===== config.mk =====
export PLATFORM = sky130hd
export DESIGN_NAME = pool_ctrl
export DESIGN_NICKNAME = d
export VERILOG_FILES = /design/src/rtl/pool_ctrl.sv
export SDC_FILE = /design/constraint.sdc
export NUM_CORES = 1
export LEC_CHECK = 0
export CAP_MARGIN = 20
export CORE_ASPECT_RATIO = 1.5
export CORE_UTILIZATION = 35
export DETAILED_ROUTE_END_ITERATION = 8
export GPL_ROUTABILITY_DRIVEN = 0
export SLEW_MARGIN = 20
export SYNTH_ARGS = -nofsm -noshare
export SYNTH_HDL_FRONTEND = slang
export SYNTH_SLANG_ARGS = --single-unit

===== constraint.sdc =====
create_clock -name clk -period 4.3 [get_ports clk]
set_input_delay 0.645 -clock clk [delete_from_list [all_inputs] [get_ports clk]]
set_output_delay 0.645 -clock clk [all_outputs]
set_load 0.1 [all_outputs]

===== src/rtl/pool_ctrl.sv =====
// pool_ctrl: row/bit-plane/kernel-row sequencer for one pooling unit.
// Optional macro POOL_CTRL_PERF_EN adds the stall_cnt and cyc_cnt performance counters.
`default_nettype none

// ============================================================================
//  Module      : pool_ctrl
//  Description : Issues activation reads and aligned clr/en/wr strobes
//                through an RD_LAT-deep delay line.
//  Revision    : 1.0 - initial release
// ============================================================================
module pool_ctrl #(
    parameter int unsigned POOL_SIZE = 14,
    parameter int unsigned KER_SIZE  = 2,
    parameter int unsigned ACT_BITS  = 3,
    parameter int unsigned PAR_MAX   = 2,
    parameter int unsigned RD_LAT    = 1,
    parameter int unsigned ADDR_W    = 10
) (
    input  logic                         clk,
    input  logic                         rst_n,
    input  logic                         start,
    input  logic [$clog2(PAR_MAX+1)-1:0] par_num,
    input  logic [ADDR_W-1:0]            base_in,
    input  logic [ADDR_W-1:0]            base_out,
    input  logic                         rd_gnt,
    output logic                         rd_en,
    output logic [ADDR_W-1:0]            rd_addr,
    output logic [PAR_MAX-1:0]           lane_en,
    output logic                         pool_clr,
    output logic                         pool_en,
    output logic                         wr_en,
    output logic [ADDR_W-1:0]            wr_addr,
    output logic                         busy,
    output logic                         done
`ifdef POOL_CTRL_PERF_EN
    ,
    output logic [15:0]                  stall_cnt,
    output logic [15:0]                  cyc_cnt
`endif
);

    localparam int unsigned ROW_W = (POOL_SIZE > 1) ? $clog2(POOL_SIZE) : 1;
    localparam int unsigned BIT_W = (ACT_BITS  > 1) ? $clog2(ACT_BITS)  : 1;
    localparam int unsigned KER_W = (KER_SIZE  > 1) ? $clog2(KER_SIZE)  : 1;
    // Every stage except the output one; nonzero means data still in flight.
    localparam logic [RD_LAT-1:0] PEND_MASK = {RD_LAT{1'b1}} >> 1;

    typedef enum logic [1:0] {
        ST_IDLE  = 2'd0,
        ST_ISSUE = 2'd1,
        ST_DRAIN = 2'd2,
        ST_DONE  = 2'd3
    } state_t;

    state_t              r_state;
    state_t              w_state_nxt;
    logic [ROW_W-1:0]    r_row;
    logic [BIT_W-1:0]    r_bit;
    logic [KER_W-1:0]    r_ker;
    logic [ADDR_W-1:0]   r_base_in;
    logic [ADDR_W-1:0]   r_base_out;
    logic [PAR_MAX-1:0]  r_lane;
    logic [PAR_MAX-1:0]  w_lane_mask;
    logic [31:0]         w_lane_n;

    logic [RD_LAT-1:0]   r_dl_vld;
    logic [RD_LAT-1:0]   r_dl_first;
    logic [RD_LAT-1:0]   r_dl_last;
    logic [ROW_W-1:0]    r_dl_row [RD_LAT];
    logic [BIT_W-1:0]    r_dl_bit [RD_LAT];

    logic                w_accept;
    logic                w_issue;
    logic                w_grant;
    logic                w_last_rd;
    logic                w_pending;
    logic [ADDR_W-1:0]   w_rd_off;
    logic [ADDR_W-1:0]   w_wr_off;

    assign w_accept  = (r_state == ST_IDLE) && start;
    assign w_issue   = (r_state == ST_ISSUE);
    assign w_grant   = w_issue && rd_gnt;
    assign w_last_rd = (r_row == ROW_W'(POOL_SIZE - 1)) && (r_bit == BIT_W'(ACT_BITS - 1))
                    && (r_ker == KER_W'(KER_SIZE - 1));
    assign w_pending = |(r_dl_vld & PEND_MASK);

    // Clamp requested lane count into 1..PAR_MAX and expand to a thermometer mask.
    always_comb begin
        w_lane_n = 32'(par_num);
        if (w_lane_n == 32'd0)
            w_lane_n = 32'd1;
        else if (w_lane_n > PAR_MAX)
            w_lane_n = PAR_MAX;
        w_lane_mask = '0;
        for (int unsigned i = 0; i < PAR_MAX; i++)
            w_lane_mask[i] = (i < w_lane_n);
    end

    always_ff @(posedge clk or negedge rst_n) begin
        if (!rst_n)
            r_state <= ST_IDLE;
        else
            r_state <= w_state_nxt;
    end

    always_comb begin
        w_state_nxt = r_state;
        case (r_state)
            ST_IDLE:  if (start)                 w_state_nxt = ST_ISSUE;
            ST_ISSUE: if (rd_gnt && w_last_rd)   w_state_nxt = ST_DRAIN;
            ST_DRAIN: if (!w_pending)            w_state_nxt = ST_DONE;
            ST_DONE:                             w_state_nxt = ST_IDLE;
            default:                             w_state_nxt = ST_IDLE;
        endcase
    end

    // Loop counters: kernel row innermost, then bit plane, then output row.
    always_ff @(posedge clk or negedge rst_n) begin
        if (!rst_n) begin
            r_row      <= '0;
            r_bit      <= '0;
            r_ker      <= '0;
            r_base_in  <= '0;
            r_base_out <= '0;
            r_lane     <= '0;
        end else if (w_accept) begin
            r_row      <= '0;
            r_bit      <= '0;
            r_ker      <= '0;
            r_base_in  <= base_in;
            r_base_out <= base_out;
            r_lane     <= w_lane_mask;
        end else if (w_grant) begin
            if (r_ker == KER_W'(KER_SIZE - 1)) begin
                r_ker <= '0;
                if (r_bit == BIT_W'(ACT_BITS - 1)) begin
                    r_bit <= '0;
                    r_row <= r_row + 1'b1;
                end else begin
                    r_bit <= r_bit + 1'b1;
                end
            end else begin
                r_ker <= r_ker + 1'b1;
            end
        end
    end

    // Delay line aligns the datapath strobes with read data return.
    always_ff @(posedge clk or negedge rst_n) begin
        if (!rst_n) begin
            r_dl_vld   <= '0;
            r_dl_first <= '0;
            r_dl_last  <= '0;
            for (int unsigned i = 0; i < RD_LAT; i++) begin
                r_dl_row[i] <= '0;
                r_dl_bit[i] <= '0;
            end
        end else begin
            r_dl_vld[0]   <= w_grant;
            r_dl_first[0] <= (r_ker == '0);
            r_dl_last[0]  <= (r_ker == KER_W'(KER_SIZE - 1));
            r_dl_row[0]   <= r_row;
            r_dl_bit[0]   <= r_bit;
            for (int unsigned i = 1; i < RD_LAT; i++) begin
                r_dl_vld[i]   <= r_dl_vld[i-1];
                r_dl_first[i] <= r_dl_first[i-1];
                r_dl_last[i]  <= r_dl_last[i-1];
                r_dl_row[i]   <= r_dl_row[i-1];
                r_dl_bit[i]   <= r_dl_bit[i-1];
            end
        end
    end

    assign w_rd_off = ADDR_W'((32'(r_row) * KER_SIZE + 32'(r_ker)) * ACT_BITS + 32'(r_bit));
    assign w_wr_off = ADDR_W'(32'(r_dl_row[RD_LAT-1]) * ACT_BITS + 32'(r_dl_bit[RD_LAT-1]));

    assign rd_en    = w_issue;
    assign rd_addr  = w_issue ? (r_base_in + w_rd_off) : '0;
    assign pool_en  = r_dl_vld[RD_LAT-1];
    assign pool_clr = r_dl_vld[RD_LAT-1] && r_dl_first[RD_LAT-1];
    assign wr_en    = r_dl_vld[RD_LAT-1] && r_dl_last[RD_LAT-1];
    assign wr_addr  = wr_en ? (r_base_out + w_wr_off) : '0;
    assign busy     = (r_state == ST_ISSUE) || (r_state == ST_DRAIN);
    assign done     = (r_state == ST_DONE);
    assign lane_en  = (r_state == ST_IDLE) ? '0 : r_lane;

`ifdef POOL_CTRL_PERF_EN
    always_ff @(posedge clk or negedge rst_n) begin
        if (!rst_n) begin
            stall_cnt <= '0;
            cyc_cnt   <= '0;
        end else if (w_accept) begin
            stall_cnt <= '0;
            cyc_cnt   <= '0;
        end else begin
            if (w_issue && !rd_gnt && (stall_cnt != 16'hFFFF))
                stall_cnt <= stall_cnt + 16'd1;
            if (busy && (cyc_cnt != 16'hFFFF))
                cyc_cnt <= cyc_cnt + 16'd1;
        end
    end
`endif

endmodule

`default_nettype wire


Word level (Yosys, flattened, before mapping)
Index checks and enable logic that the tools add are counted.
Word-level totals
  flip-flop bits (word level): 40
  input port bits: 26
  word-level logic and storage cells: 68
Operators by class
  add/subtract/negate cells: 8
  $mul: 2
  magnitude comparators: 3
  equality and inequality tests: 7
  mux-type cells: 19
  bitwise logic cells: 1
  reduce and logical (&&, ||, !) cells: 16
Operators by type and width (count)
  $lt A1 B32 Y1 const A: 2
  $mux W32: 1
  $mux W10: 2
  $mux W2: 8
  $mux W4: 4
  $add A10 B7 Y10: 1
  $add A10 B9 Y10: 1
  $add A8 B2 Y9: 1
  $mul A6 B2 Y8 const B: 1
  $pmux W2 S4: 1
  $add A6 B2 Y7: 1
  $logic_and A1 B1 Y1: 7
  $add A5 B1 Y6: 1
  $eq A2 B2 Y1 const B: 3
  $mul A4 B2 Y6 const B: 1
  $reduce_bool A2 Y1: 3
  $add A4 B1 Y4 const B: 1
  $eq A4 B4 Y1 const B: 1
  $logic_not A2 Y1: 2
  $reduce_and A2 Y1: 2
  $mux W1: 3
  $reduce_and A3 Y1: 1
  $add A2 B1 Y2 const B: 1
  $eq A2 B1 Y1 const B: 1
  other kinds (6): 6

Depth between registers and ports, before layout
  depth after elaboration: 6
  depth in mapped cells: 11
  depth with buffers taken out: 11

Least setup slack after synthesis
Ideal clock, no wire load.
  kind: register -> output
  start: register r_base_out[1]
  end: output wr_addr[7]
  data arrival time: 4600 ps
  path slack: -945 ps
  cell stages (with the launch flop): 12
  buffers on the path: 0
  cell sequence: dfrtp_1 fa_1 inv_1 fa_1 inv_1 ha_1 inv_1 fa_1 nor2b_1 o31ai_1 a21oi_1 nor3b_1
Between the ends
  word-level cells in the longest chain between the ends: 2
Ends and longest elaborated chain
  start, declared: line 61  | logic [ADDR_W-1:0] r_base_out;
  start signal, assigned: line 131  | r_base_out <= base_out;
  $add A10 B7 Y10: line 182  | assign wr_addr = wr_en ? (r_base_out + w_wr_off) : '0;
  $mux W10: line 182
  end, declared: line 32  | output logic [ADDR_W-1:0] wr_addr,
No other way between the ends.

Worst setup path in the final report
  start: register r_row[0]
  end: output rd_addr[9]
Between the ends
  word-level cells in the longest chain between the ends: 5
Ends and longest elaborated chain
  start, declared: line 57  | logic [ROW_W-1:0] r_row;
  start signal, assigned: line 138  | r_row <= r_row + 1'b1;
  $add A5 B1 Y6: line 174  | assign w_rd_off = ADDR_W'((32'(r_row) * KER_SIZE + 32'(r_ker)) * ACT_BITS + 32'(r_bit));
  $mul A6 B2 Y8: line 174
  $add A8 B2 Y9: line 174
  $add A10 B9 Y10: line 178  | assign rd_addr = w_issue ? (r_base_in + w_rd_off) : '0;
  $mux W10: line 178
  end, declared: line 27  | output logic [ADDR_W-1:0] rd_addr,
No other way between the ends.

==> impl_metrics.csv <==
group,metric,value,unit
sta,min_period,4.12,ns
synth,synth-edff-count,0,
flow_run,maxCapViolCount,0,
cells_and_area,layout-drive-gt1-share,13.7,%
clocking,cts_htree_levels,2,
die,initial_core_util,36.6,%
grt,grt_overflow,0,
clocking,insertion_delay,0.28,ns
worst_setup_path,cp_cell_sequence,"fa_1 -> inv_1 -> fa_1 -> inv_1 -> ha_1 -> inv_1 -> fa_1 -> nand2b_1 -> a21oi_4 -> a22oi_1 -> mux2i_2 -> buf_12",
die,die_y,112,microns
synth,yosys_warnings,0,
die,dieWidth,75.5,microns
clocking,path_clk_slew,0.06,ns
sta,finalCritPeriodShare,95.8,%
worst_setup_path,critPathMaxStageDelay,0.56,ns
placement,hpwl,4.56,mm
sta,slew_violations,0,
cells_and_area,diodes,0,
worst_setup_path,crit_family,"adder cells",
die,io_pins,54,
synth,synth_fp_nets,385,
cells_and_area,syn_to_final_growth,33.5,%
synth,synth_flop_cell,"dfrtp_1",
worst_setup_path,crit_buf_inv,4,
worst_setup_path,critPathSlowestCell,"fa_1",
routing,antenna_left,0,
power,p_leak,1.88,nW
die,core-area,7760,sq um
grt,grt_pass1_wl,9.67,mm
sta,max_freq,243,MHz
routing,avgViaCountPerCell,4.72,
routing,dr.pass1.iters,4,
power,irDropWorstVdd,0.484,mV
worst_setup_path,crit_path_end_kind,"primary output",
routing,detail_route.wl_per_cell,12.4,microns
grt,antenna_found_initial,0,
sta,fin_setup_tns,0,ns
routing,drc,0,
routing,first_iter_violations,48,
die,dieArea,8480,sq um
synth,ys_seq_area_share,35.3,%
clocking,cts_buffers,5,
clocking,clock-sinks,40,
worst_setup_path,r2r_start,"r_state[0]",
grt,track_usage,14.9,%
clocking,root_buffer,"clkbuf_16",
synth,ys_types,46,
worst_setup_path,critPathArrivalTime,3.47,ns
clocking,cts_tree,"built",
synth,yosys_register_bits,40,
outcome,status,"finished, final reports clean",
sta,holdWs,0.461,ns
worst_setup_path,worst-path-max-fanout,6,
grt,grt_max_degree,41,
synth,netlist_area,2840,sq um
worst_setup_path,worstSetupStartpoint,"r_row[0]",
routing,routed-via-count,2204,
routing,wirelength,5.78,mm
sta,setup_viol_count_final,0,
clocking,clockBufferDepth,2,
sta,hold_viol_final,0,
hold_path,hp-start,"r_row[2]",
worst_setup_path,start_kind,"flop",
hold_path,hold_path_class,"flop to flop",
power,pwr_density_cell,774,nW/um^2
synth,async_flop_share,100,%
synth,syn_area_per_cell,9.10,sq um
sta,tightestPinTransition,0.970,ns
sta,slew_headroom,35.1,%
placement,numPortBuffers,52,
grt,grt_pass1_vias,2204,
sta,rsz0062_at_grt,"no",
worst_setup_path,critPathRequiredTime,3.65,ns
sta,clock-skew-final,0.00435,ns
worst_setup_path,crit_type,"flop to primary output",
die,rows,39,
synth,synth_cells,312,
cells_and_area,nNetsFinal,437,
[cell usage after synthesis (2+ instances only)]
library cell | count | area [sq um]
nand3_1 | 4 | 20.0
and2_1 | 5 | 31.3
a31oi_1 | 2 | 12.5
nor2_1 | 16 | 60.1
ha_1 | 36 | 450
inv_1 | 43 | 161
fa_1 | 11 | 220
inv_2 | 2 | 7.51
mux2i_1 | 5 | 50.1
nor2b_1 | 4 | 25.0
a41oi_1 | 2 | 17.5
xnor2_1 | 5 | 43.8
a22oi_1 | 2 | 15.0
nor3b_1 | 2 | 15.0
clkbuf_1 | 4 | 15.0
nand2b_1 | 7 | 43.8
buf_2 | 3 | 15.0
dfrtp_1 | 40 | 1000
o21ai_0 | 10 | 50.1
a21oi_1 | 10 | 50.1
nand4_1 | 2 | 12.5
nor3_1 | 6 | 30.0
nand2_1 | 59 | 221
or3_1 | 2 | 12.5
and3_1 | 2 | 12.5
a211oi_1 | 4 | 30.0
o21a_1 | 2 | 15.0
a21o_1 | 4 | 30.0
[sequential cells by signal, indices dropped and copies added, names as in the netlist, 2 cells and up]
signal      flops
r_row           4
r_bit           2
r_state         2
r_dl_bit        2
r_base_out     10
r_dl_row        4
r_base_in      10
r_lane          2
[path summary, 6_finish.rpt]
path	to	slack, ns	cells past startpoint
max	rd_addr[9]	0.18	12
min	r_dl_row[2]	0.46	0
max reg2reg	r_base_in[2]	2.53	5
min reg2reg	r_dl_row[2]	0.46	0
max in group asynchronous	r_lane[0]	3.25	1
min in group asynchronous	r_base_in[1]	0.48	1
[power by group]
group / internal (mW) / leakage (nW) / switching (mW)
logic: 0.588 / 1.29 / 1.27
registers: 0.518 / 0.508 / 0.102
clock network: 0.306 / 0.0901 / 0.146
[layout by cell type, fill, tap and decap left out, types with 3 or more instances in the layout]
cell type | synthesis | routed
a21oi_1 | 10 | 8
mux2i_2 | 0 | 3
nor3_2 | 0 | 4
buf_4 | 1 | 11
nand2b_1 | 7 | 7
xnor2_1 | 5 | 5
clkdlybuf4s50_1 | 0 | 32
clkbuf_16 | 0 | 5
inv_1 | 43 | 43
a211oi_1 | 4 | 4
o21ai_0 | 10 | 10
dfrtp_1 | 40 | 40
fa_1 | 11 | 11
nor2b_1 | 4 | 3
a21o_1 | 4 | 4
nor2_1 | 16 | 15
nand2_1 | 59 | 59
nand3_1 | 4 | 4
ha_1 | 36 | 36
buf_12 | 0 | 10
and2_1 | 5 | 5
[repair_timing]
| item | 4_1_cts | 5_1_grt |
|---|---|---|
| endpoints found under the setup margin | 0 | 3 |
| resized for setup | 0 | 4 |
| setup buffers | 0 | 0 |
| hold buffers | 0 | 0 |
[cell type report]
cell class                      count  area (sq um)
Clock buffer                        7           153
Clock inverter                      1          30.0
Fill cell                         712          3970
Inverter                           45           169
Multi-Input combinational cell    218          1700
Sequential cell                    40          1000
Tap cell                          102           128
Timing Repair Buffer               54           608
[kinds of logic (layout without fill, tap and decap cells)]
family,after synthesis,count (layout),synth area share (%)
simple gates,114,114,18.5
buf+inv,54,107,7.67
fa+ha+maj,47,47,23.6
compound gates,45,45,10.8
flops,40,40,35.3
xor+xnor,6,6,1.85
mux,6,6,2.29
[layer usage]
layer | track usage [%] | vias to the layer above | wire length (microns) | part of all wire (%)
met5 | 0 | - | 0 | 0
met4 | 5.56 | 0 | 114 | 2.0
met3 | 1.71 | 8 | 151 | 2.6
met2 | 27.8 | 36 | 3170 | 55
met1 | 16.6 | 1035 | 2350 | 41
li1 | - | 1125 | - | -
[stage by stage]
| step | power [mW] | cells | setup slack (ns) | instance area [sq um] | utilization (%) |
|---|---|---|---|---|---|
| after floorplan | 2.04 | 312 | 0.0112 | 2900 | - |
| after global placement | 2.48 | 459 | 0.352 | 3590 | 46.3 |
| after detailed placement | 2.50 | 459 | 0.320 | 3590 | 46.3 |
| after CTS | 2.96 | 467 | 0.00700 | 3770 | 48.6 |
| after global routing | 3.13 | 467 | 0.0423 | 3790 | 48.8 |
| final | 2.93 | 467 | 0.182 | 3790 | 48.8 |
No activity file was read; power rests on OpenSTA's default activity.
